### src/rtl/mca_stream_ctrl_pkg.sv
// Shared types and helpers for the MCA stream controller.
// The optional overrun counter feature is selected with MCA_OVERRUN_CNT_EN.
package mca_stream_ctrl_pkg;

   typedef logic [15:0] ovr_cnt_t;

   localparam ovr_cnt_t OVR_CNT_MAX = 16'hFFFF;

   // Bit position of control bit n of the sample accepted i samples ago (i=0 newest).
   function automatic int hist_idx(input int i, input int n, input int nbits);
      return i * nbits + n;
   endfunction

   // Counter width able to hold the values 0..max_val.
   function automatic int cnt_w(input int max_val);
      return (max_val < 1) ? 1 : $clog2(max_val + 1);
   endfunction

endpackage

### src/rtl/mca_stream_ctrl_history.sv
// s_history_shreg: K-bit control history, shifted by N on each accepted sample,
// with a saturating fill counter. Exposes the post-shift view used for snapshots.
module s_history_shreg
   import mca_stream_ctrl_pkg::*;
#(
   parameter int N = 8,
   parameter int K = 256
)(
   input  logic         clk,
   input  logic         resetn,
   input  logic         shift_en,
   input  logic [N-1:0] din,
   output logic [K-1:0] hist_next,
   output logic         full_next
);

   localparam int DEPTH  = K / N;
   localparam int FILL_W = cnt_w(DEPTH);

   logic [K-1:0]      hist_d, hist_q;
   logic [K-1:0]      shifted_s;
   logic [FILL_W-1:0] fill_cnt_d, fill_cnt_q;

   for (genvar gi = 0; gi < DEPTH; gi++) begin : g_word
      for (genvar gn = 0; gn < N; gn++) begin : g_bit
         localparam int DST = hist_idx(gi, gn, N);
         if (gi == 0) begin : g_new
            assign shifted_s[DST] = din[gn];
         end else begin : g_old
            localparam int SRC = hist_idx(gi - 1, gn, N);
            assign shifted_s[DST] = hist_q[SRC];
         end
      end
   end

   // Next history and fill count; both stall while no sample is accepted.
   always_comb begin
      hist_d     = hist_q;
      fill_cnt_d = fill_cnt_q;
      if (shift_en) begin
         hist_d = shifted_s;
         if (fill_cnt_q != FILL_W'(DEPTH)) begin
            fill_cnt_d = fill_cnt_q + FILL_W'(1);
         end else begin
            fill_cnt_d = fill_cnt_q;
         end
      end else begin
         hist_d     = hist_q;
         fill_cnt_d = fill_cnt_q;
      end
   end

   // History and fill state registers.
   always_ff @(posedge clk or negedge resetn) begin
      if (!resetn) begin
         hist_q     <= {K{1'b0}};
         fill_cnt_q <= {FILL_W{1'b0}};
      end else begin
         hist_q     <= hist_d;
         fill_cnt_q <= fill_cnt_d;
      end
   end

   assign hist_next = hist_d;
   assign full_next = (fill_cnt_d == FILL_W'(DEPTH));

endmodule

### src/rtl/mca_stream_ctrl.sv
// mca_stream_ctrl: decimating front-end sequencer for the MCA stage.
// Define MCA_OVERRUN_CNT_EN to get a saturating count of dropped decimation points.
module mca_stream_ctrl
   import mca_stream_ctrl_pkg::*;
#(
   parameter int N                 = 8,
   parameter int K                 = 256,
   parameter int DOWNSAMPLE_RATE   = 32,
   parameter int MCA_LATENCY       = 34,
   parameter int WIDTH_COEFFICIENT = 32
)(
   input  logic                         clk,
   input  logic                         resetn,
   input  logic [N-1:0]                 ctrl_in,
   input  logic                         ctrl_valid,
   output logic [K-1:0]                 S_matrix,
   output logic                         start,
   input  logic [WIDTH_COEFFICIENT-1:0] mca_sample,
   output logic [WIDTH_COEFFICIENT-1:0] sample,
   output logic                         sample_valid,
   output logic                         overrun,
   output logic [15:0]                  overrun_cnt
);

   localparam int DS_CNT_W  = cnt_w(DOWNSAMPLE_RATE);
   localparam int LAT_CNT_W = cnt_w(MCA_LATENCY);

   if ((K % N) != 0 || (K % 4) != 0) begin : g_chk_k
      $error("mca_stream_ctrl: K must be a multiple of N and of 4");
   end
   if (DOWNSAMPLE_RATE < 1 || MCA_LATENCY < 1) begin : g_chk_rate
      $error("mca_stream_ctrl: DOWNSAMPLE_RATE and MCA_LATENCY must be >= 1");
   end
   if (WIDTH_COEFFICIENT < 1 || WIDTH_COEFFICIENT > 32) begin : g_chk_width
      $error("mca_stream_ctrl: WIDTH_COEFFICIENT must be 1..32");
   end

   logic [K-1:0]                 hist_next_s;
   logic                         full_next_s;
   logic                         point_s;
   logic [DS_CNT_W-1:0]          ds_cnt_d, ds_cnt_q;
   logic [LAT_CNT_W-1:0]         busy_cnt_d, busy_cnt_q;
   logic [K-1:0]                 s_matrix_d, s_matrix_q;
   logic                         start_d, start_q;
   logic [WIDTH_COEFFICIENT-1:0] sample_d, sample_q;
   logic                         sample_valid_d, sample_valid_q;
   logic                         overrun_d, overrun_q;

   s_history_shreg #(
      .N(N),
      .K(K)
   ) u_hist (
      .clk       (clk),
      .resetn    (resetn),
      .shift_en  (ctrl_valid),
      .din       (ctrl_in),
      .hist_next (hist_next_s),
      .full_next (full_next_s)
   );

   // Decimation, issue/overrun decision, MCA busy countdown and result capture.
   always_comb begin
      point_s        = 1'b0;
      ds_cnt_d       = ds_cnt_q;
      busy_cnt_d     = busy_cnt_q;
      s_matrix_d     = s_matrix_q;
      start_d        = 1'b0;
      sample_d       = sample_q;
      sample_valid_d = 1'b0;
      overrun_d      = 1'b0;

      // The accept that fills the history already counts toward the first point.
      if (ctrl_valid && full_next_s) begin
         if (ds_cnt_q == DS_CNT_W'(DOWNSAMPLE_RATE - 1)) begin
            point_s  = 1'b1;
            ds_cnt_d = {DS_CNT_W{1'b0}};
         end else begin
            point_s  = 1'b0;
            ds_cnt_d = ds_cnt_q + DS_CNT_W'(1);
         end
      end else begin
         point_s  = 1'b0;
         ds_cnt_d = ds_cnt_q;
      end

      if (busy_cnt_q != {LAT_CNT_W{1'b0}}) begin
         busy_cnt_d = busy_cnt_q - LAT_CNT_W'(1);
      end else begin
         busy_cnt_d = busy_cnt_q;
      end

      if (busy_cnt_q == LAT_CNT_W'(1)) begin
         sample_d       = mca_sample;
         sample_valid_d = 1'b1;
      end else begin
         sample_d       = sample_q;
         sample_valid_d = 1'b0;
      end

      // busy_cnt==1 means the MCA finishes on this edge, so a new issue is allowed.
      if (point_s) begin
         if (busy_cnt_q > LAT_CNT_W'(1)) begin
            overrun_d = 1'b1;
         end else begin
            s_matrix_d = hist_next_s;
            start_d    = 1'b1;
            busy_cnt_d = LAT_CNT_W'(MCA_LATENCY);
         end
      end else begin
         overrun_d = 1'b0;
         start_d   = 1'b0;
      end
   end

   // Sequencer state and registered outputs.
   always_ff @(posedge clk or negedge resetn) begin
      if (!resetn) begin
         ds_cnt_q       <= {DS_CNT_W{1'b0}};
         busy_cnt_q     <= {LAT_CNT_W{1'b0}};
         s_matrix_q     <= {K{1'b0}};
         start_q        <= 1'b0;
         sample_q       <= {WIDTH_COEFFICIENT{1'b0}};
         sample_valid_q <= 1'b0;
         overrun_q      <= 1'b0;
      end else begin
         ds_cnt_q       <= ds_cnt_d;
         busy_cnt_q     <= busy_cnt_d;
         s_matrix_q     <= s_matrix_d;
         start_q        <= start_d;
         sample_q       <= sample_d;
         sample_valid_q <= sample_valid_d;
         overrun_q      <= overrun_d;
      end
   end

`ifdef MCA_OVERRUN_CNT_EN
   ovr_cnt_t ovr_cnt_d, ovr_cnt_q;

   // Saturating count of dropped points; only reset clears it.
   always_comb begin
      ovr_cnt_d = ovr_cnt_q;
      if (overrun_d && (ovr_cnt_q != OVR_CNT_MAX)) begin
         ovr_cnt_d = ovr_cnt_q + 16'd1;
      end else begin
         ovr_cnt_d = ovr_cnt_q;
      end
   end

   // Overrun counter register.
   always_ff @(posedge clk or negedge resetn) begin
      if (!resetn) begin
         ovr_cnt_q <= 16'h0000;
      end else begin
         ovr_cnt_q <= ovr_cnt_d;
      end
   end

   assign overrun_cnt = ovr_cnt_q;
`else
   assign overrun_cnt = 16'h0000;
`endif

   assign S_matrix     = s_matrix_q;
   assign start        = start_q;
   assign sample       = sample_q;
   assign sample_valid = sample_valid_q;
   assign overrun      = overrun_q;

endmodule

### config.mk
export PLATFORM = sky130hd
export DESIGN_NAME = mca_stream_ctrl
export DESIGN_NICKNAME = d
export VERILOG_FILES = /design/src/rtl/mca_stream_ctrl_pkg.sv /design/src/rtl/mca_stream_ctrl_history.sv /design/src/rtl/mca_stream_ctrl.sv
export SDC_FILE = /design/constraint.sdc
export NUM_CORES = 1
export LEC_CHECK = 0
export ABC_CLOCK_PERIOD_IN_PS = 6400
export BUFFER_PORTS_ARGS = -buffer_cell sky130_fd_sc_hd__buf_2
export CAP_MARGIN = 10
export CORE_MARGIN = 8
export CORE_UTILIZATION = 60
export CTS_BUF_LIST = sky130_fd_sc_hd__clkbuf_8
export CTS_CLUSTER_DIAMETER = 60
export DETAILED_ROUTE_END_ITERATION = 12
export PLACE_DENSITY = 0.9
export SETUP_SLACK_MARGIN = 0.4
export SYNTH_ARGS = -nofsm -noshare
export SYNTH_HDL_FRONTEND = slang
export SYNTH_SLANG_ARGS = --single-unit
### constraint.sdc
create_clock -name clk -period 6.4 [get_ports clk]
set_clock_uncertainty 0.05 [all_clocks]
set_input_delay 1.28 -clock clk [delete_from_list [all_inputs] [get_ports clk]]
set_output_delay 1.28 -clock clk [all_outputs]
set_load 0.01 [all_outputs]
==> summary.md <==
| Metric | Value |
|---|---|
| Wire length of the first global-routing pass | 76.1 mm |
| Drt wl/cell | 21.5 um |
| CP Class | primary input to flop |
| DR iter-0 viols | 530 |
| CP Capture Type | flop |
| Vias in the first global route | 13441 |
| Top area cells in the synthesized netlist | dfrtp_1 (64%), mux2_2 (19%), mux2_4 (12%), buf_6 (1.1%), buf_4 (0.54%) |
| Status | completed |
| Overflow after GRT | 0 |
| Arrival time worst endpoint | 4320 ps |
| Max incr delay on CP | 600 ps |
| Unrepaired setup endpoints after global routing | false |
| Hold-fix buffers, CTS | 0 |
| Placed wire-length estimate | 31.1 mm |
| Root Buffer Master | clkbuf_8 |
| Asr flop ratio synth | 100% |
| Levels on crit path | 7 |
| Synth Flop Type | dfrtp_1 |
| Post-synthesis cell area | 0.0221 mm2 |
| Initial Util | 60.6% |
| Power density cells | 342 mW/mm2 |
| Port bufs | 333 |
| Layout Cells excl Fill | 2186 |
| H-tree levels | 3 |
| Final slew viol count | 0 |
| Synth area leader | dfrtp_1 |
| Sequential fraction of the synthesis area | 64.0% |
| Crit. Startpoint | ctrl_valid |
| Setup bufs post-CTS | 0 |
| Worst hold start | u_hist.hist_q[255]$_DFF_PN0_ |
| Flop2flop setup slack | 3180 ps |
| Max Cap Violations | 0 |
| Proportion of netlist area held by the largest area contributor | 64.0% |
| Final hold violation count | 0 |
| Delay-heaviest family, CP | simple AND/OR/NAND/NOR gates |
| WL final | 47.0 mm |
| CP startpoint kind | primary input |
| Routability cong. | 0.773 |
| Library cells used by synthesis | 39 |
| Die ar. | 0.0432 mm2 |
| Max transition margin | 31.4% |
| GRT Util Overall | 21.8% |
| Critical Path Sink | S_matrix[79]$_DFFE_PN0P_ |
| Final worst-path cycle share | 60.4% |
| Switching pwr | 2.32 mW |
| Post-Place Cells | 2028 |
| Final core occ | 71.0% |
| CTS tree | done |
| Initial antenna violation count | 1 |
| Setup TNS | 0 ps |
| # IOs | 350 |
| Clock transition at path regs | 60 ps |
| Clk sink count | 565 |
| Number of buffers and inverters on the critical path | 2 |
| Die width | 208 um |
| Slowest CP cell | buf_8 |
| Post-CTS sizing | 0 |
| R2R cell count | 8 |
| Final setup viols | 0 |
| Count leader, synth | dfrtp_1 |
| Fmax | 259 MHz |
| Via Count | 11734 |
| Min-Delay Path Class | flop to flop |
| Yosys reg bits | 565 |
| Pre-antenna DRT Iters | 6 |
| Seq pwr share | 52.6% |
| Crit path cell chain | buf_8, nand4_1, nor3_1, o22ai_1, nor4_4, buf_12, mux2_2 |
| Max VDD drop | 0.248 mV |
| Share of layout cells above drive strength 1 | 59.6% |
| Core area | 0.0364 mm2 |
| Logic pwr share | 12.9% |
| Detail Route Antenna Nets | 0 |
| Post-synth EDFFs | 0 |
| Clock latency on the worst-skew pair | 630 ps |
| P&R area growth vs syn | 17.2% |
| Reg-to-reg endpoint | S_matrix[79]$_DFFE_PN0P_ |
| Die H | 208 um |
| Clock Power Share | 34.5% |
| Synthesis warning total | 0 |
| # diodes | 0 |
| Pin count of the biggest net entering global routing | 161 |
| Syn Inst Count | 1278 |
| CP Max Fanout | 114 |
| Actual slew at the worst max-slew pin | 1030 ps |
| DRC | 0 |
| Sw Ratio | 26.2% |
| Design area | 0.0259 mm2 |
| R2R Path Start | u_hist.fill_cnt_q[0]$_DFF_PN0_ |
| CP required | 6860 ps |
| Max clock buf depth | 3 |
| Area after DPL | 0.0241 mm2 |
| Commonest cells post-synth | dfrtp_1 (565), mux2_2 (374), mux2_4 (174), clkbuf_1 (29), buf_6 (22) |
| Drt via density | 5.37 |
| Leakage | 13.4 nW |
| Nets | 1700 |
| Number of buffers created by CTS | 89 |
| Avg Cell Area, Syn | 17.3 um2 |
| Minimum clock period | 3870 ps |
| FP Rows | 70 |
| Internal | 6.53 mW |
cell families (layout without fill, tap and decap cells):
logic type                 after synthesis  in the layout  share of synthesized area [%]
AOI/OAI and AO/OA                       14             14                          0.425
xor gates and xnor gates                10             10                          0.397
adders and majority gates                6              6                          0.340
buffers and inverters                   84            509                           2.49
DFF                                    565            565                           64.0
muxes                                  549            549                           31.0
other                                    1             16                         0.0170
and+or+nand+nor                         49             49                           1.30
worst register-to-register path: stages, from the launching register on:
cell and delay [ps]:
dfrtp_1 440, inv_1 110, ha_1 200, nand3b_4 80, or3_4 370, mux2i_4 240, nor4_4 630, buf_12 470
mux2_2 510
final cells by class:
cell class | instances | area [um2]
clock buffer | 111 | 1530
clock inverter | 47 | 292
fill | 2248 | 10600
inverter | 6 | 22.5
multi-input combinational | 644 | 7460
sequential | 565 | 14100
tap | 468 | 586
timing repair buffer | 345 | 1850
layout by cell type (no fill, tap or decap), drive strengths merged:
cell      count
dfrtp       565
mux2        548
buf         345
clkbuf      111
inv          42
conb         16
nand2        13
nor2         10
xnor2         7
ha            6
nand3         5
clkinv        5
nor4          4
o21ai         3
nor3          3
xor2          3
nand2b        3
a211oi        3
clkinvlp      3
bufinv        3
nand4         2
a21o          2
a21oi         2
nor4b         2
nand3b        1
or3           1
o21a          1
or2           1
a211o         1
mux2i         1
nor3b         1
o22ai         1
and3          1
nor2b         1
or4           1
a22o          1
routing by layer:
| metal | part of all wire [%] | up-vias | wire, um | global-route usage [%] |
|---|---|---|---|---|
| li1 | - | 5234 | - | - |
| met1 | 41 | 6148 | 19300 | 27.1 |
| met2 | 50 | 285 | 23600 | 36.1 |
| met3 | 6.7 | 65 | 3160 | 7.14 |
| met4 | 2.1 | 2 | 968 | 6.46 |
| met5 | 0.026 | - | 12 | 0 |
registers in the layout (all words and copies together), names as in the netlist:
signal / flops
sample: 32
u_hist.hist_q: 256
overrun: 1
start: 1
sample_valid: 1
S_matrix: 256
ds_cnt_q: 6
u_hist.fill_cnt_q: 6
busy_cnt_q: 6
power groups by stage:
stage	registers, mW	clock network [mW]	logic (mW)
2_1_floorplan	4.51	0	0.895
6_report	4.66	3.05	1.14
3_5_place_dp	4.70	0	1.15
4_1_cts	4.66	3.13	1.16
3_3_place_gp	4.66	0	1.06
5_1_grt	4.73	3.29	1.27
per-stage QoR:
stage | setup WS [ps] | power (mW) | hold WS, ps
final | 2530 | 8.85 | 443
after global routing | 2350 | 9.29 | 458
after CTS | 2590 | 8.95 | 445
after detailed placement | 1920 | 5.85 | 432
after global placement | 2060 | 5.72 | 423
after floorplan | 3300 | 5.40 | 405
worst min-delay path by stage:
stage	slack, ps	depth (start not counted)	end
global route	460	1	ds_cnt_q[4]$_DFFE_PN0P_
finish	440	1	u_hist.hist_q[255]$_DFF_PN0_
global placement	420	1	ds_cnt_q[4]$_DFFE_PN0P_
floorplan	410	1	ds_cnt_q[4]$_DFFE_PN0P_
CTS	440	1	u_hist.hist_q[255]$_DFF_PN0_
detailed placement	430	1	u_hist.hist_q[255]$_DFF_PN0_
(Power assumes the default switching activity.)
